==> config.mk <==
export PLATFORM = sky130hd
export DESIGN_NAME = alu_mismatch_monitor_flat
export DESIGN_NICKNAME = d
export VERILOG_FILES = /design/src/rtl/alu_mon_pkg.sv /design/src/rtl/alu_mon_wb_if.sv /design/src/rtl/alu_mon_hist_fifo.sv /design/src/rtl/alu_mismatch_monitor.sv /design/src/flat_wrapper.sv
export SDC_FILE = /design/constraint.sdc
export NUM_CORES = 1
export LEC_CHECK = 0
export BUFFER_PORTS_ARGS = -buffer_cell sky130_fd_sc_hd__buf_2
export CORE_MARGIN = 2
export CORE_UTILIZATION = 55
export CTS_CLUSTER_DIAMETER = 80
export CTS_CLUSTER_SIZE = 16
export DETAILED_ROUTE_END_ITERATION = 10
export GPL_ROUTABILITY_DRIVEN = 0
export PLACE_DENSITY_LB_ADDON = 0.15
export RECOVER_POWER = 50
export SLEW_MARGIN = 0
export SYNTH_ARGS = -nofsm -noshare
export SYNTH_HDL_FRONTEND = slang
export SYNTH_HIERARCHICAL = 1
export SYNTH_SLANG_ARGS = --single-unit
==> constraint.sdc <==
create_clock -name wb_clk_i -period 6 [get_ports wb_clk_i]
set_input_delay 0.6 -clock wb_clk_i [delete_from_list [all_inputs] [get_ports wb_clk_i]]
set_output_delay 0.6 -clock wb_clk_i [all_outputs]
set_load 0.005 [all_outputs]
==> src/rtl/alu_mon_pkg.sv <==
// Shared types, register offsets and snapshot widths for the ALU mismatch monitor.
// Used by alu_mismatch_monitor and, when ALU_MON_HIST_EN is defined, alu_mon_hist_fifo.
package alu_mon_pkg;

    typedef enum logic [1:0] {
        IDLE    = 2'd0,
        ARMED   = 2'd1,
        TRIPPED = 2'd2
    } mon_state_t;

    localparam logic [7:0] ADR_CTRL       = 8'h00;
    localparam logic [7:0] ADR_STATUS     = 8'h04;
    localparam logic [7:0] ADR_MIS_CNT    = 8'h08;
    localparam logic [7:0] ADR_SMP_CNT    = 8'h0C;
    localparam logic [7:0] ADR_FIRST_FAIL = 8'h10;
    localparam logic [7:0] ADR_HIST       = 8'h14;

    localparam int CTRL_ARM_BIT = 0;
    localparam int CTRL_CLR_BIT = 1;

    localparam int ALU_W      = 4;
    // {out1, out2, c1, c2} ahead of the sample count in FIRST_FAIL
    localparam int SNAP_ALU_W = 2 * ALU_W + 2;
    // {out1, out2, c1, c2, x, y}: the six fields add up to 15 bits
    localparam int HIST_W     = 3 * ALU_W + 3;

    function automatic logic [HIST_W-1:0] hist_entry(
        input logic [ALU_W-1:0] out1,
        input logic [ALU_W-1:0] out2,
        input logic             c1,
        input logic             c2,
        input logic [ALU_W-1:0] x,
        input logic             y
    );
        return {out1, out2, c1, c2, x, y};
    endfunction

endpackage

==> src/rtl/alu_mon_wb_if.sv <==
// Wishbone slave bus between the management core and the ALU mismatch monitor.
interface alu_mon_wb_if;
    logic        wbs_stb_i;
    logic        wbs_cyc_i;
    logic        wbs_we_i;
    logic [3:0]  wbs_sel_i;
    logic [31:0] wbs_dat_i;
    logic [31:0] wbs_adr_i;
    logic        wbs_ack_o;
    logic [31:0] wbs_dat_o;

    modport master (
        output wbs_stb_i, wbs_cyc_i, wbs_we_i, wbs_sel_i, wbs_dat_i, wbs_adr_i,
        input  wbs_ack_o, wbs_dat_o
    );

    modport slave (
        input  wbs_stb_i, wbs_cyc_i, wbs_we_i, wbs_sel_i, wbs_dat_i, wbs_adr_i,
        output wbs_ack_o, wbs_dat_o
    );
endinterface

==> src/rtl/alu_mon_hist_fifo.sv <==
// Small synchronous FIFO of mismatch snapshots with a show-ahead head entry.
// Only compiled and instantiated when ALU_MON_HIST_EN is defined.
`ifdef ALU_MON_HIST_EN
module alu_mon_hist_fifo #(
    parameter int W     = 15,
    parameter int DEPTH = 4
) (
    input  logic         clk,
    input  logic         srst,
    input  logic         flush,
    input  logic         push,
    input  logic [W-1:0] push_data,
    input  logic         pop,
    output logic [W-1:0] head_data,
    output logic         empty,
    output logic         full
);
    localparam int PTR_W = $clog2(DEPTH);

    logic [W-1:0]     mem [DEPTH];
    logic [PTR_W-1:0] wr_ptr_reg;
    logic [PTR_W-1:0] rd_ptr_reg;
    logic [PTR_W:0]   count_reg;
    logic             do_push;
    logic             do_pop;

    assign empty     = (count_reg == '0);
    assign full      = (count_reg == (PTR_W + 1)'(DEPTH));
    // a pop in the same cycle frees the slot the push needs
    assign do_push   = push & ~flush & (~full | pop);
    assign do_pop    = pop & ~flush & ~empty;
    assign head_data = mem[rd_ptr_reg];

    always_ff @(posedge clk) begin
        if (do_push) begin
            mem[wr_ptr_reg] <= push_data;
        end
    end

    always_ff @(posedge clk) begin
        if (srst || flush) begin
            wr_ptr_reg <= '0;
            rd_ptr_reg <= '0;
            count_reg  <= '0;
        end else begin
            if (do_push) begin
                wr_ptr_reg <= wr_ptr_reg + PTR_W'(1);
            end
            if (do_pop) begin
                rd_ptr_reg <= rd_ptr_reg + PTR_W'(1);
            end
            case ({do_push, do_pop})
                2'b10:   count_reg <= count_reg + (PTR_W + 1)'(1);
                2'b01:   count_reg <= count_reg - (PTR_W + 1)'(1);
                default: count_reg <= count_reg;
            endcase
        end
    end
endmodule
`endif

==> src/rtl/alu_mismatch_monitor.sv <==
// Watches the dual ALU outputs, counts mismatches, trips after a run of them and serves
// counters over Wishbone. Define ALU_MON_HIST_EN to add the mismatch history FIFO at 0x14.
module alu_mismatch_monitor
    import alu_mon_pkg::*;
#(
    parameter int          CNT_W    = 16,
    parameter int          TRIP_RUN = 4,
    parameter logic [31:0] BASE_ADR = 32'h3000_0000
) (
    input  logic             wb_clk_i,
    input  logic             wb_rst_i,
    input  logic             en_i,
    input  logic [ALU_W-1:0] alu_out1_i,
    input  logic [ALU_W-1:0] alu_out2_i,
    input  logic             carry1_i,
    input  logic             carry2_i,
    input  logic [ALU_W-1:0] x_i,
    input  logic             y_i,
    alu_mon_wb_if.slave      wbs,
    output logic             err_o,
    output logic             irq_o
);
    localparam int               SNAP_W     = SNAP_ALU_W + CNT_W;
    localparam logic [CNT_W-1:0] CNT_ONE    = CNT_W'(1);
    localparam logic [3:0]       TRIP_RUN_L = 4'(TRIP_RUN);

    logic             valid_reg;
    logic [ALU_W-1:0] out1_reg, out2_reg, x_reg;
    logic             c1_reg, c2_reg, y_reg;
    logic             mis, fault;

    mon_state_t        state_reg, state_next;
    logic [CNT_W-1:0]  mis_cnt_reg, mis_cnt_next, mis_cnt_inc;
    logic [CNT_W-1:0]  smp_cnt_reg, smp_cnt_next, smp_cnt_inc;
    logic [3:0]        run_reg, run_next, run_inc;
    logic [SNAP_W-1:0] first_fail_reg, first_fail_next;
    logic              ff_valid_reg, ff_valid_next;
    logic              fault_reg, fault_next;
    logic              irq_reg, irq_next;

    logic        ack_reg;
    logic [31:0] dat_reg, rdata_next;
    logic [7:0]  off;
    logic        adr_hit, wb_req, rd_req, ctrl_wr, clr_wr, arm_wr, count_en;
    logic        ovf;
    logic [31:0] hist_rdata;
    logic        unused_bits;

    // Stage 1: capture the ALU side only on qualified cycles
    always_ff @(posedge wb_clk_i) begin
        if (wb_rst_i) begin
            valid_reg <= 1'b0;
            out1_reg  <= '0;
            out2_reg  <= '0;
            c1_reg    <= 1'b0;
            c2_reg    <= 1'b0;
            x_reg     <= '0;
            y_reg     <= 1'b0;
        end else begin
            valid_reg <= en_i;
            if (en_i) begin
                out1_reg <= alu_out1_i;
                out2_reg <= alu_out2_i;
                c1_reg   <= carry1_i;
                c2_reg   <= carry2_i;
                x_reg    <= x_i;
                y_reg    <= y_i;
            end
        end
    end

    assign mis   = (out1_reg != out2_reg) || (c1_reg != c2_reg);
    assign fault = (x_reg != (out1_reg ^ out2_reg)) || (y_reg != (c1_reg ^ c2_reg));

    assign off      = wbs.wbs_adr_i[7:0];
    assign adr_hit  = (wbs.wbs_adr_i[31:8] == BASE_ADR[31:8]);
    assign wb_req   = wbs.wbs_stb_i & wbs.wbs_cyc_i & ~ack_reg;
    assign rd_req   = wb_req & ~wbs.wbs_we_i;
    assign ctrl_wr  = wb_req & wbs.wbs_we_i & adr_hit & (off == ADR_CTRL);
    assign clr_wr   = ctrl_wr & wbs.wbs_dat_i[CTRL_CLR_BIT];
    assign arm_wr   = ctrl_wr & wbs.wbs_dat_i[CTRL_ARM_BIT];
    assign count_en = ~clr_wr & (state_reg == ARMED) & valid_reg;

    assign mis_cnt_inc = (mis_cnt_reg == '1) ? mis_cnt_reg : mis_cnt_reg + CNT_ONE;
    assign smp_cnt_inc = (smp_cnt_reg == '1) ? smp_cnt_reg : smp_cnt_reg + CNT_ONE;
    assign run_inc     = (run_reg == TRIP_RUN_L) ? run_reg : run_reg + 4'd1;

    always_comb begin
        state_next      = state_reg;
        mis_cnt_next    = mis_cnt_reg;
        smp_cnt_next    = smp_cnt_reg;
        run_next        = run_reg;
        first_fail_next = first_fail_reg;
        ff_valid_next   = ff_valid_reg;
        fault_next      = fault_reg;
        if (clr_wr) begin
            state_next      = arm_wr ? ARMED : IDLE;
            mis_cnt_next    = '0;
            smp_cnt_next    = '0;
            run_next        = '0;
            first_fail_next = '0;
            ff_valid_next   = 1'b0;
            fault_next      = 1'b0;
        end else begin
            if (valid_reg && fault) begin
                fault_next = 1'b1;
            end
            if (state_reg == IDLE && arm_wr) begin
                state_next = ARMED;
            end
            if (count_en) begin
                smp_cnt_next = smp_cnt_inc;
                if (mis) begin
                    mis_cnt_next = mis_cnt_inc;
                    run_next     = run_inc;
                    // snapshot carries the 1-based ordinal of the failing sample
                    if (!ff_valid_reg) begin
                        first_fail_next = {out1_reg, out2_reg, c1_reg, c2_reg, smp_cnt_inc};
                        ff_valid_next   = 1'b1;
                    end
                    if (run_inc == TRIP_RUN_L) begin
                        state_next = TRIPPED;
                    end
                end else begin
                    run_next = '0;
                end
            end
        end
        irq_next = (state_next == TRIPPED) && (state_reg != TRIPPED);
    end

    always_ff @(posedge wb_clk_i) begin
        if (wb_rst_i) begin
            state_reg      <= IDLE;
            mis_cnt_reg    <= '0;
            smp_cnt_reg    <= '0;
            run_reg        <= '0;
            first_fail_reg <= '0;
            ff_valid_reg   <= 1'b0;
            fault_reg      <= 1'b0;
            irq_reg        <= 1'b0;
        end else begin
            state_reg      <= state_next;
            mis_cnt_reg    <= mis_cnt_next;
            smp_cnt_reg    <= smp_cnt_next;
            run_reg        <= run_next;
            first_fail_reg <= first_fail_next;
            ff_valid_reg   <= ff_valid_next;
            fault_reg      <= fault_next;
            irq_reg        <= irq_next;
        end
    end

    assign err_o = (state_reg == TRIPPED);
    assign irq_o = irq_reg;

`ifdef ALU_MON_HIST_EN
    logic              hist_push, hist_pop, hist_empty, hist_full, ovf_reg;
    logic [HIST_W-1:0] hist_wdata, hist_head;

    assign hist_push  = count_en & mis;
    assign hist_pop   = rd_req & adr_hit & (off == ADR_HIST) & ~hist_empty;
    assign hist_wdata = hist_entry(out1_reg, out2_reg, c1_reg, c2_reg, x_reg, y_reg);

    alu_mon_hist_fifo #(
        .W     (HIST_W),
        .DEPTH (4)
    ) u_hist_fifo (
        .clk       (wb_clk_i),
        .srst      (wb_rst_i),
        .flush     (clr_wr),
        .push      (hist_push),
        .push_data (hist_wdata),
        .pop       (hist_pop),
        .head_data (hist_head),
        .empty     (hist_empty),
        .full      (hist_full)
    );

    always_ff @(posedge wb_clk_i) begin
        if (wb_rst_i || clr_wr) begin
            ovf_reg <= 1'b0;
        end else if (hist_push && hist_full && !hist_pop) begin
            ovf_reg <= 1'b1;
        end
    end

    assign ovf        = ovf_reg;
    assign hist_rdata = hist_empty ? 32'h0 : {1'b1, {(31 - HIST_W){1'b0}}, hist_head};
`else
    assign ovf        = 1'b0;
    assign hist_rdata = 32'h0;
`endif

    always_comb begin
        rdata_next = 32'h0;
        if (adr_hit) begin
            case (off)
                ADR_STATUS:     rdata_next = 32'({ovf, fault_reg, err_o, state_reg});
                ADR_MIS_CNT:    rdata_next = 32'(mis_cnt_reg);
                ADR_SMP_CNT:    rdata_next = 32'(smp_cnt_reg);
                ADR_FIRST_FAIL: rdata_next = 32'(first_fail_reg);
                ADR_HIST:       rdata_next = hist_rdata;
                default:        rdata_next = 32'h0;
            endcase
        end
    end

    // ack_reg in wb_req keeps a held strobe from being acked on consecutive cycles
    always_ff @(posedge wb_clk_i) begin
        if (wb_rst_i) begin
            ack_reg <= 1'b0;
            dat_reg <= 32'h0;
        end else begin
            ack_reg <= wb_req;
            dat_reg <= rd_req ? rdata_next : 32'h0;
        end
    end

    assign wbs.wbs_ack_o = ack_reg;
    assign wbs.wbs_dat_o = dat_reg;

    assign unused_bits = ^{wbs.wbs_sel_i, wbs.wbs_dat_i[31:2]};

endmodule

==> src/flat_wrapper.sv <==
// flat-port wrapper written by rule: the top's interface ports become plain ports
module alu_mismatch_monitor_flat import alu_mon_pkg::*;
#(
    parameter int          CNT_W    = 16,
    parameter int          TRIP_RUN = 4,
    parameter logic [31:0] BASE_ADR = 32'h3000_0000
)
  (wb_clk_i, wb_rst_i, en_i, alu_out1_i, alu_out2_i, carry1_i, carry2_i, x_i, y_i, err_o, irq_o, wbs_wbs_stb_i, wbs_wbs_cyc_i, wbs_wbs_we_i, wbs_wbs_sel_i, wbs_wbs_dat_i, wbs_wbs_adr_i, wbs_wbs_ack_o, wbs_wbs_dat_o);
  alu_mon_wb_if wbs_i ();
  input  logic wb_clk_i;
  input  logic wb_rst_i;
  input  logic en_i;
  input  logic [ALU_W-1:0] alu_out1_i;
  input  logic [ALU_W-1:0] alu_out2_i;
  input  logic carry1_i;
  input  logic carry2_i;
  input  logic [ALU_W-1:0] x_i;
  input  logic y_i;
  output logic err_o;
  output logic irq_o;
  input wire logic [$bits(wbs_i.wbs_stb_i)-1:0] wbs_wbs_stb_i;
  input wire logic [$bits(wbs_i.wbs_cyc_i)-1:0] wbs_wbs_cyc_i;
  input wire logic [$bits(wbs_i.wbs_we_i)-1:0] wbs_wbs_we_i;
  input wire logic [$bits(wbs_i.wbs_sel_i)-1:0] wbs_wbs_sel_i;
  input wire logic [$bits(wbs_i.wbs_dat_i)-1:0] wbs_wbs_dat_i;
  input wire logic [$bits(wbs_i.wbs_adr_i)-1:0] wbs_wbs_adr_i;
  output wire logic [$bits(wbs_i.wbs_ack_o)-1:0] wbs_wbs_ack_o;
  output wire logic [$bits(wbs_i.wbs_dat_o)-1:0] wbs_wbs_dat_o;
  assign wbs_i.wbs_stb_i = wbs_wbs_stb_i;
  assign wbs_i.wbs_cyc_i = wbs_wbs_cyc_i;
  assign wbs_i.wbs_we_i = wbs_wbs_we_i;
  assign wbs_i.wbs_sel_i = wbs_wbs_sel_i;
  assign wbs_i.wbs_dat_i = wbs_wbs_dat_i;
  assign wbs_i.wbs_adr_i = wbs_wbs_adr_i;
  assign wbs_wbs_ack_o = wbs_i.wbs_ack_o;
  assign wbs_wbs_dat_o = wbs_i.wbs_dat_o;
  alu_mismatch_monitor #(.CNT_W(CNT_W), .TRIP_RUN(TRIP_RUN), .BASE_ADR(BASE_ADR)) u_core (.wb_clk_i(wb_clk_i), .wb_rst_i(wb_rst_i), .en_i(en_i), .alu_out1_i(alu_out1_i), .alu_out2_i(alu_out2_i), .carry1_i(carry1_i), .carry2_i(carry2_i), .x_i(x_i), .y_i(y_i), .wbs(wbs_i), .err_o(err_o), .irq_o(irq_o));
endmodule
Word level (Yosys, flattened, before mapping)
Cells that the tools add are included.
W data, S select, Z words.
{"block": "op_classes", "n_addsub": 3, "div": 0, "bitwise": 19, "n_mul": 0, "shifts": 0, "magnitude_cmp": 0, "eq_ne": 17, "mux": 10, "n_reduce_logical": 12}
{"operator": "$pmux W26 S4", "count": 1}
{"operator": "$add A16 B1 Y16 const B", "count": 2}
{"operator": "$eq A16 B16 Y1 const B", "count": 2}
{"operator": "$eq A24 B22 Y1 const B", "count": 1}
{"operator": "$eq A8 B4 Y1 const B", "count": 2}
{"operator": "$mux W16", "count": 1}
{"operator": "$and A1 B1 Y1", "count": 10}
{"operator": "$mux W2", "count": 5}
{"operator": "$eq A4 B3 Y1 const B", "count": 2}
{"operator": "$eq A8 B3 Y1 const B", "count": 1}
{"operator": "$eq A8 B5 Y1 const B", "count": 1}
{"operator": "$logic_not A8 Y1", "count": 1}
{"operator": "$mux W4", "count": 2}
{"operator": "$ne A4 B4 Y1", "count": 2}
{"operator": "$not A1 Y1", "count": 7}
{"operator": "$reduce_and A3 Y1", "count": 2}
{"operator": "$add A4 B1 Y4 const B", "count": 1}
{"operator": "$eq A2 B2 Y1 const B", "count": 2}
{"operator": "$xor A4 B4 Y4", "count": 1}
{"operator": "$logic_and A1 B1 Y1", "count": 3}
{"operator": "$reduce_or A3 Y1", "count": 1}
{"operator": "$eq A2 B1 Y1 const B", "count": 1}
{"operator": "$logic_not A2 Y1", "count": 1}
{"operator": "$logic_or A1 B1 Y1", "count": 2}
{"operator": "6 further kinds", "count": 7}
{"block": "word_totals", "out_inout_bits": 35, "elab_cells": 78, "ram_bits": 0, "input_bits": 89, "mem_count": 0, "latch_bits": 0, "reg_bits": 116, "rom_bits": 0}

Logic depth before layout (Yosys ltp)
Gate-level depths: netlist (run 1).
{"block": "logic_depth", "depth_word": 14, "ltp_mapped": 9}

Worst setup path after synthesis (run 1)
OpenSTA, ideal clock, no wires.
{"block": "synth_timing", "path_kind": "input port to flip-flop", "start": "in wbs_wbs_adr_i[5]", "end": "reg u_core.first_fail_reg[12]", "path_stages": 9, "required_time_ns": 5.883, "setup_time_ns": 0.117, "setup_slack_ns": 3.472, "t_arrival_ns": 2.411, "path_cell_list": "or4_1 or3_4 nor4_4 buf_6 nor3_2 buf_6 buf_6 mux2i_1 nor2_1"}
{"block": "synth_via", "elab_chain_len": 7}
{"item": "start: declaration", "line_no": "flat_wrapper.sv:26", "rtl": "input wire logic [$bits(wbs_i.wbs_adr_i)-1:0] wbs_wbs_adr_i;"}
{"item": "$logic_not A8 Y1 *", "line_no": "alu_mismatch_monitor.sv:79", "rtl": "assign ctrl_wr = wb_req & wbs.wbs_we_i & adr_hit & (off == ADR_CTRL);"}
{"item": "$and A1 B1 Y1 *", "line_no": "alu_mismatch_monitor.sv:79"}
{"item": "$and A1 B1 Y1 *", "line_no": "alu_mismatch_monitor.sv:80", "rtl": "assign clr_wr = ctrl_wr & wbs.wbs_dat_i[CTRL_CLR_BIT];"}
{"item": "$not A1 Y1", "line_no": "alu_mismatch_monitor.sv:82", "rtl": "assign count_en = ~clr_wr & (state_reg == ARMED) & valid_reg;"}
{"item": "$and A1 B1 Y1 (2 in a row)", "line_no": "alu_mismatch_monitor.sv:82"}
{"item": "$reduce_and A3 Y1 (no line)"}
{"item": "end signal: assignment", "line_no": "alu_mismatch_monitor.sv:147", "rtl": "first_fail_reg <= first_fail_next;"}
{"item": "end: declaration", "line_no": "alu_mismatch_monitor.sv:36", "rtl": "logic [SNAP_W-1:0] first_fail_reg, first_fail_next;"}
Every way passes the cells marked *; elsewhere a longest branch is shown, timed or not.
A chain may end at the register's enable or synchronous reset.

Worst setup path after layout (run 1)
{"block": "layout_timing", "start": "reg u_core.out1_reg[3]", "end": "reg u_core.irq_reg (netlist: u_core/irq_o)"}
{"block": "layout_via", "elab_chain_len": 7}
{"item": "start: declaration", "line_no": "alu_mismatch_monitor.sv:28", "rtl": "logic [ALU_W-1:0] out1_reg, out2_reg, x_reg;"}
{"item": "start signal: assignment", "line_no": "alu_mismatch_monitor.sv:62", "rtl": "out1_reg <= alu_out1_i;"}
{"item": "$ne A4 B4 Y1", "line_no": "alu_mismatch_monitor.sv:72", "rtl": "assign mis = (out1_reg != out2_reg) || (c1_reg != c2_reg);"}
{"item": "$logic_or A1 B1 Y1", "line_no": "alu_mismatch_monitor.sv:72"}
{"item": "$mux W2", "line_no": "alu_mismatch_monitor.sv:113", "rtl": "if (mis) begin"}
{"item": "$mux W2", "line_no": "alu_mismatch_monitor.sv:111", "rtl": "if (count_en) begin"}
{"item": "$mux W2", "line_no": "alu_mismatch_monitor.sv:96", "rtl": "if (clr_wr) begin"}
{"item": "$eq A2 B2 Y1", "line_no": "alu_mismatch_monitor.sv:129", "rtl": "irq_next = (state_next == TRIPPED) && (state_reg != TRIPPED);"}
{"item": "$logic_and A1 B1 Y1", "line_no": "alu_mismatch_monitor.sv:129"}
{"item": "end signal: assignment", "line_no": "alu_mismatch_monitor.sv:150", "rtl": "irq_reg <= irq_next;"}
{"item": "end: declaration", "line_no": "alu_mismatch_monitor.sv:39", "rtl": "logic irq_reg, irq_next;"}
No other way between the ends.

==> results of run 1 <==
## synthesized netlist by cell type, drive strengths merged, types with 4 or more instances
cell | count | area (sq um)
nor4b | 7 | 61.3
o21ai | 14 | 73.8
nand4 | 8 | 50.1
clkbuf | 21 | 78.8
mux2 | 18 | 203
ha | 4 | 50.1
nor3 | 12 | 65.1
a21oi | 22 | 110
xnor2 | 29 | 254
mux2i | 36 | 360
nor2 | 105 | 394
or2 | 4 | 25.0
nor2b | 5 | 31.3
dfxtp | 110 | 2200
a22oi | 18 | 135
or3 | 5 | 36.3
a211oi | 6 | 70.1
buf | 20 | 149
nand3 | 20 | 100
xor2 | 14 | 123
nor4 | 17 | 128
and3 | 14 | 87.6
and4 | 4 | 35.0
nand2 | 32 | 120
## cell type report
type	count	area (sq um)
clock buffer	9	124
clock inverter	7	87.6
fill	839	3430
inverter	3	11.3
multi-input combinational	418	2670
sequential	110	2200
tap	111	139
timing repair buffer	89	445
## per-stage QoR
stage	worst slack, ns	instances
2_1_floorplan	3.47	572
3_3_place_gp	2.53	731
3_5_place_dp	2.50	731
4_1_cts	2.89	747
5_1_grt	2.14	747
6_report	2.50	747
## critical path: stages (launching register included)
cell and delay, ns:
dfxtp_1 0.37, xnor2_1 0.31, nand4_1 0.22, o21ai_0 1.67, nor2_1 0.32, and3_1 0.33
nor3b_1 0.15
## report_power, final
| group | internal (uW) | switching [uW] | total, uW |
|---|---|---|---|
| combinational | 29.5 | 33.8 | 63.3 |
| sequential | 737 | 6.90 | 744 |
| clock | 169 | 277 | 445 |
| total | 935 | 317 | 1250 |
## cells in the final DEF, fill, tap and decap left out, drive strengths merged, types with 2 or more instances in the layout
master  Yosys  final
or4         2      2
and4        4      4
or3         5      5
nor2      105    105
nor3       12     12
nor4       17     17
o21ai      14     14
buf        20     80
nand4       8      8
inv         3      6
nor2b       5      5
and3       14     14
nand2      32     32
conb        1      6
dfxtp     110    110
nand3      20     20
nor4b       7      7
a31oi       3      3
a21oi      22     22
clkbuf     21     18
mux2i      36     36
xor2       14     14
or2         4      4
nand3b      2      2
a22oi      18     18
a211oi      6      6
nor3b       2      2
nand2b      2      2
ha          4      4
clkinv      0      3
xnor2      29     29
mux2       18     18
## worst min-delay path by stage
stage,start,to,slack (ns),cells after the start
after floorplan,u_core/first_fail_reg[3],u_core/wbs.wbs_dat_o[3],0.43,2
after global placement,u_core/first_fail_reg[2],u_core/wbs.wbs_dat_o[2],0.46,2
after detailed placement,u_core/first_fail_reg[3],u_core/wbs.wbs_dat_o[3],0.46,2
after CTS,alu_out1_i[2],u_core/out1_reg[2],0.44,3
after global routing,x_i[3],u_core/x_reg[3],0.44,3
final,alu_out1_i[2],u_core/out1_reg[2],0.45,3
## layer usage
| layer | GRT usage | up-vias | wire length (um) |
|---|---|---|---|
| li1 | - | 2098 | - |
| met1 | 0.310 | 1976 | 5190 |
| met2 | 0.376 | 133 | 5350 |
| met3 | 0.0467 | 16 | 583 |
| met4 | 0.0674 | 0 | 187 |
| met5 | 0 | - | 0 |
## kinds of logic (layout without fill, tap and decap cells)
group           Yosys count  after routing  share of synthesized area
fa+ha+maj                 4              4                    0.00983
xor+xnor                 43             43                     0.0740
simple gates            242            242                      0.236
mux                      54             54                      0.111
compound gates           69             69                     0.0894
flops                   110            110                      0.432
buf+inv                  44            108                     0.0469
other cells               1              6                   0.000736
==> flow_summary.ini, run 1 <==
[status]
status = complete, but fails checks
violations = capacitance limit, slew limit

[critical_path]
cp-end-kind = flip-flop
endpoint = u_core/irq_o
path_class = reg2reg
worst_setup_path_start_kind = flip-flop
r2r-start = u_core/out1_reg[3]
worstPathRequired_ns = 6.24
reg2reg_depth = 6
path_max_fanout = 19
r2r-end = u_core/irq_o
crit_path_start = u_core/out1_reg[3]
arrival_ns = 3.74
regToRegSetupSlack_ns = 2.50

[power]
p_per_area_nw_per_um2 = 220
ir_drop_mv = 0.160
total_power_uw = 1250
power_leakage_uw = 0.00218

[sta]
worst_slew_pin_slew_ns = 2.16
clock-skew-final_ns = 0.0183
post-route-period-util = 0.583
max_freq_mhz = 286
rsz0062_at_grt = no
setup_viol = 0
hold_viol = 0
fin_tns_setup_ns = 0
min_period_ns = 3.50
relSlewSlack = -0.454
drv_slew = 20
hold_slack_ns = 0.450

[clock_network]
cts.sinks = 110
clk_latency_ns = 0.38
cts_buffers = 9
root_buffer = clkbuf_8
post_cts_buffers = 0
cts_tree = done
cts_resized = 0
clock_tree.htree_level_count = 3
path_clk_slew_ns = 0.12
cts_buffer_depth = 2
cts_hold_buf = 0

[logic_synthesis]
synthesis.area_sq_um = 5090
yosysSeqAreaShare = 0.432
async_reset_ff_frac = 0
synth_cell_type_count = 48
synth_flop_cell = dfxtp_1
yosys_warnings = 6
ys_ff_latch = 110
synth_edf_count = 0
syn_avg_cell_area_sq_um = 8.98
synthCells = 567

[floorplan]
dieArea_sq_um = 10000
dieHeight_um = 100
rows = 35
core_area_sq_um = 9110
die_w_um = 100
start_util = 0.559
io_pins = 124

[cells_and_area]
utilization = 0.624
n_antenna_cell = 0
syn_to_final_growth_pct = 11.6
stdcell_area_sq_um = 5680
nets = 724
drive_above_1_share = 0.200

[place]
io_buffers = 83
dp_hpwl_um = 8040
postPlaceCellArea_sq_um = 5500

[routing]
drc = 0
vias = 4223
routed_wl_um = 11300
drtIter0Drc = 239
routed_via_density = 5.65
post_drt_wl_per_cell_um = 15.1
dr.pass1.iters = 5
ant_nets = 0

[job]
drv_cap = 1

[global_routing]
grt_use_total = 0.231
grt_max_degree = 43
antenna_found_initial = 0
grt_pass1_vias = 3873
grt_pass1_wl_um = 18500
grt-ovfl-total = 0

[worst_hold_path]
hp-class = in2reg
No activity file was read; power rests on OpenSTA's default activity.
==> run 2, diff against run 1 <==
Settings changed: ABC_AREA set to 1, CORE_UTILIZATION 55 to 49.
Clock period 6 ns to 3 ns, I/O delays scaled along.
==> flow_summary.ini, run 2 <==
[logic_synthesis]
synth_area_leaders = dfxtp_1, nand2_1, nor2_1
yosys_warnings = 6
synth_fa_ha_area_frac = 0.00960
yosysSeqAreaShare = 0.423
synth_edf_count = 0
synthCells = 704
synth_compound_area_frac = 0.139
ys_ff_latch = 110
synth_most_common_cell = nand2_1
synth_top_family_by_area = simple AND/OR/NAND/NOR gates
async_reset_ff_frac = 0
synth_cell_type_count = 42
synth_top_cell_by_area = dfxtp_1
synth_xor_area_frac = 0.0555
synth_flop_cell = dfxtp_1
synth_common_cells = nand2_1, dfxtp_1, nor2_1
synthMuxAreaShare = 0
synth_top_area_share = 0.423
syn_avg_cell_area_sq_um = 7.40
yosys.area_share.simple = 0.286
synthesis.area_sq_um = 5210

[sta]
rsz0062_at_grt = no
fin_tns_setup_ns = 0
worst_slew_pin_slew_ns = 1.18
drv_slew = 0
setup_viol = 0
relSlewSlack = 0.212
hold_viol = 0
clock-skew-final_ns = 0.0124
post-route-period-util = 0.765
min_period_ns = 2.30
hold_slack_ns = 0.108
max_freq_mhz = 436

[clock_network]
post_cts_buffers = 0
path_clk_slew_ns = 0.11
clock_tree.htree_level_count = 3
cts_resized = 0
clk_latency_ns = 0.38
root_buffer = clkbuf_8
cts.sinks = 110
cts_buffers = 9
cts_tree = done
cts_buffer_depth = 2
cts_hold_buf = 0

[power]
clock_power_share = 0.350
total_power_uw = 2500
p_per_area_nw_per_um2 = 430
p_seq_frac = 0.596
p_sw_frac = 0.256
power_leakage_uw = 0.00226
ir_drop_mv = 0.384
combinationalPowerShare = 0.054
p_int_uw = 1860
p_sw_uw = 640

[global_routing]
grt_use_total = 0.226
grt_pass1_wl_um = 20900
grt_pass1_vias = 4627
grt_max_degree = 44
grt-ovfl-total = 0
antenna_found_initial = 0

[cells_and_area]
n_antenna_cell = 0
n_fill_cell = 1021
layout_commonest_cell = nand2_1
layout_common_cells = nand2_1, dfxtp_1, nor2_1, buf_2, a21oi_1
drive_above_1_share = 0.158
syn_to_final_growth_pct = 11.5
nets = 865

[critical_path]
crit_path_max_incr_delay_ns = 0.80
reg2reg_depth = 7
arrival_ns = 2.52
crit_path_start = u_core/wbs.wbs_ack_o
slowest_stage = clkbuf_2
cp_cell_sequence = nor2_1 > nand3_1 > nor3_1 > nand3_4 > nand2_1 > clkbuf_2 > a211oi_1
worstPathRequired_ns = 3.22
cp-end-kind = flip-flop
path_max_fanout = 43
r2r-end = u_core/smp_cnt_reg[8]
worst_setup_path_start_kind = flip-flop
regToRegSetupSlack_ns = 0.70
path_class = reg2reg
r2r-start = u_core/wbs.wbs_ack_o

[floorplan]
dieArea_sq_um = 11500
dieHeight_um = 107
core_area_sq_um = 10300
start_util = 0.505
die_w_um = 107
io_pins = 124
rows = 37

[routing]
dr.pass1.iters = 5
drtIter0Drc = 253
routed_wl_um = 12400
post_drt_wl_per_cell_um = 13.6
drc = 0
routed_via_density = 5.26
vias = 4803
ant_nets = 0

[worst_hold_path]
min_path_cells = 2
min_to = u_core/valid_reg
worstHoldStart = wb_rst_i
hp-class = in2reg

[status]
status = complete, no violations

[place]
io_buffers = 83
dp_hpwl_um = 8690

[job]
drv_cap = 0
run 2: final cells by class:
type	instances	area, sq um	area share
clock inverters	7	73.8	0.0127
flip-flops and latches	110	2200	0.379
inverters	68	258	0.0443
well taps	136	170	0.0293
clock buffers	9	124	0.0213
repair buffers	86	423	0.0728
multi-input cells	497	2560	0.441
run 2: per-stage QoR:
step,utilization,area [sq um],setup WS (ns),cells
floorplan,-,5230,1.39,709
global placement,0.547,5640,0.739,897
detailed placement,0.547,5640,0.706,897
CTS,0.566,5840,0.736,913
global route,0.563,5810,0.466,913
finish,0.563,5810,0.705,913
run 2: per-layer routing:
layer	share of wire	GRT usage	up-vias	wire [um]
li1	-	-	2423	-
met1	0.42	0.273	2223	5250
met2	0.50	0.398	133	6200
met3	0.055	0.0413	24	681
met4	0.024	0.0863	0	303
met5	0	0	-	0
run 2: power by group through the flow:
stage,Clock [uW],Sequential [uW],Combinational [uW]
floorplan,0,1520,86.6
global route,971,1490,153
CTS,903,1490,136
global placement,0,1520,133
finish,875,1490,134
detailed placement,0,1520,135
run 2: how the worst max path moves through the flow:
stage,cells after the start,end
5_1_grt,11,u_core/first_fail_reg[2]
6_report,7,u_core/smp_cnt_reg[8]
4_1_cts,8,u_core/first_fail_reg[10]
3_5_place_dp,9,u_core/wbs.wbs_dat_o[1]
3_3_place_gp,9,u_core/wbs.wbs_dat_o[1]
2_1_floorplan,11,u_core/mis_cnt_reg[11]
run 2: worst max-delay path: cells and delay by family (launching register included):
| kind | cells | cell delay [ns] |
|---|---|---|
| and+or+nand+nor | 5 | 0.85 |
| buffers and inverters | 1 | 0.80 |
| DFF | 1 | 0.33 |
| AOI/OAI and AO/OA | 1 | 0.10 |
run 2: logic make-up (layout without fill, tap and decap cells):
kind of cell,Yosys count,in the layout
AOI/OAI and AO/OA,131,131
xor gates and xnor gates,33,33
adders and majority gates,4,4
buffers and inverters,102,170
DFF,110,110
other,1,6
and+or+nand+nor,323,323
==> run 3, diff against run 2 <==
Settings changed: CORE_UTILIZATION 49 to 54.
Clock period 3 ns to 2.36 ns, I/O delays scaled along.
==> flow_summary.ini, run 3 (same netlist as run 2, synthesis figures left out) <==
[routing]
ant_nets = 0
drtIter0Drc = 220
dr.pass1.iters = 4
post_drt_wl_per_cell_um = 13.7
drc = 0
routed_wl_um = 12500
vias = 4815
routed_via_density = 5.25

[critical_path]
cp_common_cell = nand2_1
cp_cell_sequence = ha_1 > nand2_1 > inv_1 > nand2_1 > nor2_1 > nand3_1 > buf_4 > nand2_1 > inv_1 > a21oi_1 > nand3_1 > a21oi_1
path_max_fanout = 11
crit_path_max_incr_delay_ns = 0.39
r2r-end = u_core/first_fail_reg[2]
path_class = reg2reg
regToRegSetupSlack_ns = 0.38
worst_setup_path_start_kind = flip-flop
arrival_ns = 2.30
reg2reg_depth = 12
r2r-start = u_core/smp_cnt_reg[0]
worstPathRequired_ns = 2.68
slowest_stage = dfxtp_1
cp-end-kind = flip-flop

[sta]
drv_slew = 0
clock-skew-final_ns = 0.0173
fin_ws_ns = 0.380
worst_slew_pin_slew_ns = 1.22
max_freq_mhz = 505
min_period_ns = 1.98
rsz0062_at_grt = no
hold_viol = 0
fin_tns_setup_ns = 0
relSlewSlack = 0.188
setup_viol = 0
post-route-period-util = 0.839

[global_routing]
grt_use_met1 = 0.309
busiest_layer = met2
grtUsageMet3 = 0.0410
grt_pass1_wl_um = 21300
grt_pass1_vias = 4734
antenna_found_initial = 0
grt-ovfl-total = 0
grt_use_total = 0.254
gr-usage-met2 = 0.455
grt_max_degree = 28

[status]
status = complete, no violations

[place]
dp_hpwl_um = 9000
postPlaceCellArea_sq_um = 5720
dp_slack_ns = 0.358
io_buffers = 83
placedCellCount = 901

[cells_and_area]
syn_to_final_growth_pct = 13.1
layout_commonest_cell = nand2_1
drive_above_1_share = 0.164
nets = 876
stdcell_area_sq_um = 5890
n_fill_cell = 856
layout_common_cells = nand2_1, dfxtp_1, nor2_1, buf_2, a21oi_1
instances_no_fill = 917
n_antenna_cell = 0

[worst_hold_path]
min_path_cells = 2
hp-class = in2reg
worstHoldStart = wb_rst_i
min_to = u_core/state_reg[0]

[clock_network]
clock_tree.htree_level_count = 3
root_buffer = clkbuf_8
cts_tree = done
cts_buffer_depth = 2
cts_buffers = 9
path_clk_slew_ns = 0.12
clk_latency_ns = 0.37
post_cts_buffers = 0
cts.sinks = 110
cts_hold_buf = 0
cts_resized = 0

[floorplan]
io_pins = 124
rows = 35
core_area_sq_um = 9280
start_util = 0.561
dieArea_sq_um = 10500
die_w_um = 102
dieHeight_um = 102

[power]
p_per_area_nw_per_um2 = 544
ir_drop_mv = 0.360
power_leakage_uw = 0.00229

[job]
drv_cap = 0
[run 3: cell count changes in the layout (fill, tap and decap cells not counted), moves of 2 or more]
cell      change
buf_4        +10
buf_2         -6
clkbuf_1      +6
clkinv_4      -2
[run 3: through the flow]
stage / util / hold WS (ns) / power [uW]
floorplan: - / 0.308 / 2040
global placement: 0.616 / 0.435 / 2100
detailed placement: 0.616 / 0.443 / 2110
CTS: 0.637 / 0.0322 / 3230
global route: 0.635 / 0.0408 / 3340
finish: 0.635 / 0.0455 / 3200
[run 3: layout make-up]
class	count	area, sq um	area share
multi-input cells	497	2570	0.437
inverters	68	258	0.0437
well taps	129	161	0.0274
repair buffers	97	494	0.0839
flip-flops and latches	110	2200	0.374
clock inverters	7	77.6	0.0132
clock buffers	9	124	0.0210
[run 3: worst max-delay path by stage]
stage	from	to	slack, ns	cells past startpoint
floorplan	u_core/smp_cnt_reg[0]	u_core/smp_cnt_reg[0]	0.76	10
global placement	wbs_wbs_adr_i[5]	u_core/wbs.wbs_dat_o[1]	0.43	8
detailed placement	wbs_wbs_adr_i[5]	u_core/wbs.wbs_dat_o[14]	0.36	8
CTS	u_core/smp_cnt_reg[0]	u_core/first_fail_reg[2]	0.40	12
global route	u_core/smp_cnt_reg[0]	u_core/first_fail_reg[2]	0.18	12
finish	u_core/smp_cnt_reg[0]	u_core/first_fail_reg[2]	0.38	12
[run 3: routing by layer]
layer,vias up,share of wire
met5,-,0
met4,0,0.014
met3,18,0.045
met2,141,0.51
met1,2221,0.43
li1,2435,-
[run 3: critical path, delay by kind of cell, from the launching register on]
family	cells	cell delay [ns]
flops	1	0.39
simple gates	6	0.73
fa+ha+maj	1	0.18
buf+inv	3	0.34
compound gates	2	0.29
[run 3: power breakdown]
group | total (uW) | switching, uW | internal [uW]
clock network | 1140 | 716 | 419
registers | 1890 | 16.2 | 1880
logic | 174 | 103 | 70.8
